$ cat src/rtl/wrr_burst_arbiter.sv
// Packet-aware weighted round-robin arbiter: one owner per turn,
// whole bursts only, up to weight[i] bursts per turn.
module wrr_burst_arbiter #(
  parameter int NUM_REQ  = 4,
  parameter int DATA_W   = 32,
  parameter int WEIGHT_W = 4
) (
  input  logic                         clk,
  input  logic                         rstn,
  input  logic [NUM_REQ-1:0]           req_valid,
  input  logic [NUM_REQ-1:0]           req_last,
  input  logic [NUM_REQ*DATA_W-1:0]    req_data,
  output logic [NUM_REQ-1:0]           req_ready,
  input  logic [NUM_REQ*WEIGHT_W-1:0]  weight,
  output logic                         out_valid,
  output logic [DATA_W-1:0]            out_data,
  output logic                         out_last,
  input  logic                         out_ready,
  output logic [NUM_REQ-1:0]           grant,
  output logic                         busy
);

  localparam int IDX_W = (NUM_REQ > 1) ? $clog2(NUM_REQ) : 1;

  typedef enum logic {
    S_IDLE,
    S_GRANT
  } state_t;

  state_t              state_q, state_d;
  logic [NUM_REQ-1:0]  grant_q, grant_d;
  logic [NUM_REQ-1:0]  base_q, base_d;
  logic [WEIGHT_W-1:0] credit_q, credit_d;
  logic                at_bnd_q, at_bnd_d;
  logic                busy_q, busy_d;

  logic [IDX_W-1:0]    base_idx;
  logic [IDX_W-1:0]    pick_idx;
  logic [NUM_REQ-1:0]  pick_oh;
  logic [WEIGHT_W-1:0] pick_w;
  logic                beat;
  logic                own_valid;

  // Zero-cycle datapath through the current owner.
  always_comb begin
    out_data = '0;
    for (int i = 0; i < NUM_REQ; i++) begin
      if (grant_q[i]) out_data = req_data[i*DATA_W +: DATA_W];
    end
  end

  assign own_valid = |(req_valid & grant_q);
  assign out_valid = own_valid;
  assign out_last  = |(req_last & grant_q);
  assign req_ready = grant_q & {NUM_REQ{out_ready}};
  assign beat      = out_valid & out_ready;
  assign grant     = grant_q;
  assign busy      = busy_q;

  // Circular search for the first valid requester at or above base.
  always_comb begin
    int idx;
    logic found;
    base_idx = '0;
    for (int i = 0; i < NUM_REQ; i++) begin
      if (base_q[i]) base_idx = IDX_W'(i);
    end
    pick_oh  = '0;
    pick_idx = '0;
    found    = 1'b0;
    for (int off = 0; off < NUM_REQ; off++) begin
      idx = int'(base_idx) + off;
      if (idx >= NUM_REQ) idx = idx - NUM_REQ;
      if (!found && req_valid[idx]) begin
        pick_oh[idx] = 1'b1;
        pick_idx     = IDX_W'(idx);
        found        = 1'b1;
      end
    end
    pick_w = weight[pick_idx*WEIGHT_W +: WEIGHT_W];
  end

  always_comb begin
    state_d  = state_q;
    grant_d  = grant_q;
    base_d   = base_q;
    credit_d = credit_q;
    at_bnd_d = at_bnd_q;
    busy_d   = busy_q;
    unique case (state_q)
      S_IDLE: begin
        if (|req_valid) begin
          state_d  = S_GRANT;
          grant_d  = pick_oh;
          credit_d = (pick_w == '0) ? WEIGHT_W'(1) : pick_w;
          at_bnd_d = 1'b1;
          busy_d   = 1'b1;
        end
      end
      S_GRANT: begin
        if (beat) at_bnd_d = out_last;
        if ((beat && out_last && credit_q == WEIGHT_W'(1)) ||
            (!beat && at_bnd_q && !own_valid)) begin
          state_d = S_IDLE;
          grant_d = '0;
          busy_d  = 1'b0;
          base_d  = {grant_q[NUM_REQ-2:0], grant_q[NUM_REQ-1]};
        end else if (beat && out_last) begin
          credit_d = credit_q - WEIGHT_W'(1);
        end
      end
      default: state_d = S_IDLE;
    endcase
  end

  always_ff @(posedge clk or negedge rstn) begin
    if (!rstn) begin
      state_q  <= S_IDLE;
      grant_q  <= '0;
      base_q   <= NUM_REQ'(1);
      credit_q <= '0;
      at_bnd_q <= 1'b1;
      busy_q   <= 1'b0;
    end else begin
      state_q  <= state_d;
      grant_q  <= grant_d;
      base_q   <= base_d;
      credit_q <= credit_d;
      at_bnd_q <= at_bnd_d;
      busy_q   <= busy_d;
    end
  end

endmodule

$ cat config.mk
export PLATFORM = sky130hd
export DESIGN_NAME = wrr_burst_arbiter
export DESIGN_NICKNAME = d
export VERILOG_FILES = /design/src/rtl/wrr_burst_arbiter.sv
export SDC_FILE = /design/constraint.sdc
export NUM_CORES = 1
export LEC_CHECK = 0
export CORE_MARGIN = 1.5
export CORE_UTILIZATION = 35
export CTS_BUF_LIST = sky130_fd_sc_hd__clkbuf_2 sky130_fd_sc_hd__clkbuf_4 sky130_fd_sc_hd__clkbuf_8
export DETAILED_ROUTE_END_ITERATION = 16
export GPL_ROUTABILITY_DRIVEN = 0
export HOLD_SLACK_MARGIN = 0.15
export PLACE_DENSITY = 0.89
export SYNTH_ARGS = -nofsm -noshare
export SYNTH_HDL_FRONTEND = slang
export SYNTH_SLANG_ARGS = --single-unit
$ cat constraint.sdc
create_clock -name clk -period 5.1 [get_ports clk]
set_input_delay 1.02 -clock clk [delete_from_list [all_inputs] [get_ports clk]]
set_output_delay 1.02 -clock clk [all_outputs]
set_load 0.005 [all_outputs]
==> results of run 1 <==
[stage by stage]
step / setup WS, ns / cell area (sq um) / total power, mW / hold slack (ns) / instances
2_1_floorplan: 1.87 / 2230 / 1.23 / 0.467 / 339
3_3_place_gp: 1.10 / 4210 / 1.80 / 0.481 / 585
3_5_place_dp: 1.04 / 4210 / 1.85 / 0.506 / 585
4_1_cts: 1.29 / 4260 / 1.96 / 0.515 / 589
5_1_grt: 0.960 / 4260 / 2.13 / 0.548 / 589
6_report: 1.24 / 4260 / 1.97 / 0.525 / 589
[power breakdown]
group | leakage [nW] | internal, mW | switching (mW) | total [mW]
clock network | 0.0288 | 0.0683 | 0.0389 | 0.107
registers | 0.172 | 0.158 | 0.163 | 0.321
logic | 1.47 | 0.842 | 0.697 | 1.54
total | 1.67 | 1.07 | 0.898 | 1.97
[flip-flops by register name, indices dropped and copies added, names as in the netlist]
register,count
grant,4
busy,1
credit_q,4
base_q,3
state_q,1
at_bnd_q,1
[cell usage in the layout, fill, tap and decap left out, types with 2 or more instances in the layout]
cell type,synthesis,routed
dfrtp_2,0,2
mux2_2,3,3
nand3_1,6,6
nor2_1,49,49
ha_1,6,6
nor3b_1,2,2
a21oi_1,39,39
clkbuf_8,0,4
buf_4,1,3
clkdlybuf4s50_1,0,197
a221oi_1,3,3
mux2i_1,15,15
nor2_2,4,4
dfrtp_1,13,11
o21ai_0,37,37
nor2b_1,3,2
a211oi_1,2,2
o22ai_1,4,4
a22oi_1,36,36
mux2_4,2,2
and2_1,4,4
nand2_1,49,49
inv_1,9,9
or2_1,2,2
[how the worst min path moves through the flow]
stage | end | slack (ns) | cells past startpoint | startpoint
after floorplan | at_bnd_q | 0.47 | 2 | at_bnd_q
after global placement | at_bnd_q | 0.48 | 2 | at_bnd_q
after detailed placement | at_bnd_q | 0.51 | 2 | at_bnd_q
after CTS | at_bnd_q | 0.52 | 2 | at_bnd_q
after global routing | at_bnd_q | 0.55 | 2 | at_bnd_q
final | at_bnd_q | 0.53 | 2 | at_bnd_q
[cells by family after synthesis]
kind of cell | share of synthesized area
buf+inv | 0.0694
compound gates | 0.375
flops | 0.157
mux | 0.116
fa+ha+maj | 0.0336
simple gates | 0.249
[layer usage]
layer	vias to the layer above	wire [um]
li1	1578	-
met1	1426	3650
met2	187	4790
met3	26	713
met4	0	258
met5	-	0
[critical path: stages]
cell and delay [ns]:
clkdlybuf4s50_1 0.53, mux2_4 0.33, a222oi_1 0.42, nor2_1 0.07, a21oi_1 0.16, nor3b_2 0.65, mux2i_1 0.21, mux2i_1 0.20
nor2_1 0.07, a211o_1 0.30
[synthesized netlist by cell type (2+ instances only)]
cell type  number
a211oi_1        2
a21oi_1        39
a221oi_1        3
a22oi_1        36
and2_1          4
clkbuf_1       26
dfrtp_1        13
ha_1            6
inv_1           9
mux2_2          3
mux2_4          2
mux2i_1        15
nand2_1        49
nand3_1         6
nor2_1         49
nor2_2          4
nor2b_1         3
nor3b_1         2
o21ai_0        37
o22ai_1         4
or2_1           2
[layout make-up]
cell class                 instances  area [sq um]  share of cell area
clock buffer                       4          55.1              0.0129
inverter                           9          33.8             0.00793
multi-input combinational        287          1730               0.406
sequential                        14           354              0.0831
tap                               75          93.8              0.0220
timing repair buffer             200          1990               0.468
==> metrics.md, run 1 <==
| Metric | Value |
|---|---|
| Required time at the endpoint of the critical path | 5.22 ns |
| Number of nets produced by synthesis | 500 |
| GRT Util Overall | 0.260 |
| Die footprint | 6870 sq um |
| TritonCTS clock tree | done |
| Status | finished, final reports clean |
| Area contributors post-synth | dfrtp_1 15%, a22oi_1 12%, a21oi_1 8.7% |
| Last element of the critical path | credit_q[0] |
| Via count of the first global-routing pass | 3014 |
| GR Layer Usage met3 | 0.0348 |
| Worst ir drop on vdd | 0.325 mV |
| Number of antenna repair diodes | 0 |
| Fill cell total of the finished layout | 500 |
| Avg Synthesized Cell Area | 6.59 sq um |
| Met1 layer usage reported by global route | 0.314 |
| Count of routing violations after the opening detailed-route iteration | 154 |
| Startpoint of the most critical register-to-register path | base_q[2] |
| Layout-stage area growth over the synthesis result | 90.7% |
| Clk_skew | 0.00641 ns |
| Number of I/O pins | 198 |
| Starting Density | 0.371 |
| Final global-route overflow total | 0 |
| Max Buffers Root-to-Sink | 2 |
| # port buffers | 197 |
| Post-CTS setup-driven buffer insertion count | 0 |
| Max-Cap Viols | 0 |
| Root buffer cell | clkbuf_8 |
| Distinct cell type count after synthesis | 46 |
| Setup CP Type | input pin to register |
| Final Max Slew Viols | 0 |
| Detailed-placement wirelength estimate | 7370 um |
| Initial antenna violation count | 0 |
| Peak fanout along the critical path | 8 |
| Number of synthesized register bits | 14 |
| Core Rows | 28 |
| Nets@finish | 676 |
| Slew HR | 0.235 |
| FF-to-FF setup slack | 1.44 ns |
| Layout cells sized above 1 | 0.0486 |
| Clk pin slew, worst setup/hold paths | 0.06 ns |
| Met2 capacity usage during global routing | 0.481 |
| Global-route wire length before repair | 15100 um |
| Placeable core region | 6030 sq um |
| Leakage Power | 1.67 nW |
| Capture point of the worst reg-to-reg path | credit_q[0] |
| Post-cts resize count | 0 |
| Horizontal die dimension | 82.9 um |
| Max Freq | 259 MHz |
| Fin Setup TNS | 0 ns |
| Routed length per placed instance | 16.0 um |
| Final period demand of the worst path | 3.86 ns |
| First-pass iteration count of the detailed router | 4 |
| Worst EP arrival | 3.98 ns |
| Crit. End Element | register |
| Number of warnings printed during yosys synthesis | 0 |
| Final Hold Viols | 0 |
| H-tree levels | 1 |
| Number of cells on the worst reg-to-reg path | 12 |
| Synthesized area | 2230 sq um |
| Proportion of synthesized chip area in sequential cells | 0.157 |
| Maximum number of pins on one net before global-route repair | 71 |
| Pin slew with the least headroom to its limit | 1.15 ns |
| Ys flop type | dfrtp_1 |
| Share of flip-flops with an asynchronous set or reset after synthesis | 1.00 |
| Clock latency at the later pin of the worst-skew pair | 0.24 ns |
| Number of vias per cell after detailed routing | 5.46 |
| Unrepaired setup endpoints after global routing | no |
| Final critical-path share of the clock period | 0.756 |
| Count of mapped cells out of synthesis | 339 |
| Number of enable flip-flop cells after synthesis | 0 |
| Final core utilization | 0.707 |
| Area share of the largest cell type after synthesis | 0.146 |
| Die height | 82.9 um |
| Power per Cell Area | 461 nW/um^2 |
| Antenna violation net count after detailed routing | 0 |
| Worst setup path startpoint | req_valid[0] |
| Count of vias placed by the detailed router | 3217 |
| Startpoint types | input pin |
| Class of the worst hold path | register to register |
| Residual DRC | 0 |
| Final count of negative-setup-slack endpoints | 0 |
| Number of CTS-inserted buffers | 3 |
| Total number of clock tree sinks | 14 |
| Cts-stage hold buffer count | 0 |
| Most congested layer reported by global routing | met2 |
| Leading area contributor after synthesis | dfrtp_1 |
| Total Wirelength | 9400 um |
(Power assumes the default switching activity.)
==> run 2: changes to the inputs <==
CORE_UTILIZATION = 29   (was 35)
PLACE_DENSITY = 0.79   (was 0.89)
clock period = 3.2 ns   (was 5.1 ns; I/O delays follow)
==> run 2 against run 1 <==
- clock power increased by 60%
- via count increased by 2.5%
- critical path depth increased by 2
- first-iteration DRC count decreased by 28%
- largest cell class unchanged
==> metrics.md, run 2 (synthesis gave the netlist of run 1 again) <==
| Metric | Value |
|---|---|
| Status | finished, final reports clean |
| First-pass iteration count of the detailed router | 5 |
| Cell area reported after detailed placement | 4450 sq um |
| Pin slew with the least headroom to its limit | 0.661 ns |
| # placed instances | 634 |
| Maximum number of pins on one net before global-route repair | 42 |
| Routed length per placed instance | 15.6 um |
| Horizontal die dimension | 90.8 um |
| Top layer reached by signal wires | met4 |
| Routed wl met3 | 624 um |
| Final count of negative-setup-slack endpoints | 0 |
| Crit. End Element | register |
| Switching share of power | 0.434 |
| Leakage Power | 1.82 nW |
| Worst setup path startpoint | req_valid[0] |
| Global-route wire length before repair | 15600 um |
| Startpoint types | input pin |
| Final global-route overflow total | 0 |
| Count of vias placed by the detailed router | 3296 |
| Cts-stage hold buffer count | 0 |
| Post-route cell area | 4590 sq um |
| Count of routing violations after the opening detailed-route iteration | 111 |
| Root buffer cell | clkbuf_8 |
| Clock share of power | 0.048 |
| Met2 Wirelength | 5310 um |
| Clk_skew | 0.00319 ns |
| Layout cells sized above 1 | 0.118 |
| Max Buffers Root-to-Sink | 2 |
| Final critical-path share of the clock period | 0.940 |
| H-tree levels | 1 |
| Proportion of power drawn by combinational gates | 0.841 |
| Max stage delay cell, worst path | clkdlybuf4s50_1 |
| Layout-stage area growth over the synthesis result | 105% |
| Final Hold Viols | 0 |
| Internal portion of total power | 2.04 mW |
| Met1 routed wirelength after detailed routing | 3870 um |
| Final period demand of the worst path | 3.01 ns |
| Largest incremental delay on the critical path | 0.42 ns |
| Instance count on the critical path | 12 |
| Power per Cell Area | 784 nW/um^2 |
| Fill cell total of the finished layout | 664 |
| Class of the worst hold path | register to register |
| CP bufs+invs | 3 |
| Required time at the endpoint of the critical path | 3.33 ns |
| Final Max Slew Viols | 0 |
| Peak fanout along the critical path | 5 |
| # port buffers | 197 |
| Final core utilization | 0.623 |
| Starting Density | 0.303 |
| Number of antenna repair diodes | 0 |
| Max-Cap Viols | 0 |
| Total number of clock tree sinks | 14 |
| Number of vias per cell after detailed routing | 5.13 |
| Clock latency at the later pin of the worst-skew pair | 0.24 ns |
| Via count of the first global-routing pass | 3154 |
| Startpoint of the most critical register-to-register path | base_q[2] |
| Antenna violation net count after detailed routing | 0 |
| Last element of the critical path | credit_q[0] |
| Most frequent cells in the layout | 197 x clkdlybuf4s50_1, 49 x nand2_1, 48 x nor2_1 |
| Setup CP Type | input pin to register |
| Number of cells on the worst reg-to-reg path | 12 |
| Die footprint | 8240 sq um |
| Worst EP arrival | 3.13 ns |
| Detailed-placement wirelength estimate | 7960 um |
| Capture point of the worst reg-to-reg path | credit_q[0] |
| Number of CTS-inserted buffers | 3 |
| Placeable core region | 7370 sq um |
| Slew HR | 0.555 |
| Net switching component of the power | 1.56 mW |
| Sequential power share | 0.112 |
| Number of I/O pins | 198 |
| Die height | 90.8 um |
| TritonCTS clock tree | done |
| Final Total Pwr | 3.60 mW |
| Core Rows | 31 |
| Dominant delay contributor by cell family on the critical path | buffers and inverters |
| Fin Setup TNS | 0 ns |
| Worst ir drop on vdd | 0.484 mV |
| Number of standard cells in the layout, taps in and fillers out | 643 |
| FF-to-FF setup slack | 0.20 ns |
| Residual DRC | 0 |
| Most common library cell in the layout ignoring fill and taps | clkdlybuf4s50_1 |
| Max Freq | 332 MHz |
| Nets@finish | 706 |
| Total Wirelength | 10000 um |
| Clk pin slew, worst setup/hold paths | 0.06 ns |
| Sequence of cells on the critical path | clkdlybuf4s50_1 -> mux2_4 -> a222oi_1 -> buf_4 -> nor2_1 -> a21oi_1 -> nor3b_2 -> buf_4 -> mux2i_1 -> mux2i_2 -> nor2_1 -> a211o_1 |
| Initial antenna violation count | 0 |
| GRT Util Overall | 0.228 |
## run 2: power groups by stage
stage	logic, mW	registers, mW	clock network (mW)
floorplan	1.64	0.318	0
global placement	2.78	0.401	0
detailed placement	2.86	0.408	0
CTS	2.87	0.404	0.175
global route	3.29	0.423	0.185
finish	3.03	0.402	0.171
## run 2: what timing repair did
action	in CTS	in global routing
setup buffers	0	5
setup endpoints to repair	1	4
resized for setup	1	10
pin swaps	0	4
## run 2: worst min path at each step
stage / from / to / slack (ns) / cells after the start
6_report: at_bnd_q / at_bnd_q / 0.50 / 2
5_1_grt: at_bnd_q / at_bnd_q / 0.53 / 2
4_1_cts: at_bnd_q / at_bnd_q / 0.50 / 2
3_5_place_dp: at_bnd_q / at_bnd_q / 0.50 / 2
3_3_place_gp: at_bnd_q / at_bnd_q / 0.48 / 2
2_1_floorplan: rstn / base_q[1] / 0.34 / 0
## run 2: final cells by class
class,instances,area (sq um),share of cell area
inverters,9,33.8,0.00736
multi-input cells,287,1780,0.387
well taps,99,124,0.0270
clock buffers,4,55.1,0.0120
flip-flops and latches,14,357,0.0777
repair buffers,230,2240,0.489
## run 2: worst register-to-register path: stages (launching register included)
cell     delay, ns
dfrtp_2       0.46
nor2_2        0.14
inv_1         0.10
ha_4          0.31
mux2i_2       0.23
nor3b_4       0.25
or2_1         0.18
nand3_2       0.13
nor2_4        0.17
mux2i_4       0.33
mux2i_2       0.27
nor2_1        0.08
a211o_1       0.25
## run 2: metal layers
metal  vias up  track usage
met5         -            0
met4         0       0.0482
met3        20       0.0328
met2       138        0.441
met1      1503        0.261
li1       1635            -
## run 2: per-stage QoR
step	worst slack, ns	hold slack [ns]
global placement	-0.00388	0.483
floorplan	0.000612	0.344
CTS	0.0191	0.504
detailed placement	-0.197	0.496
global route	-0.00798	0.526
finish	0.192	0.499
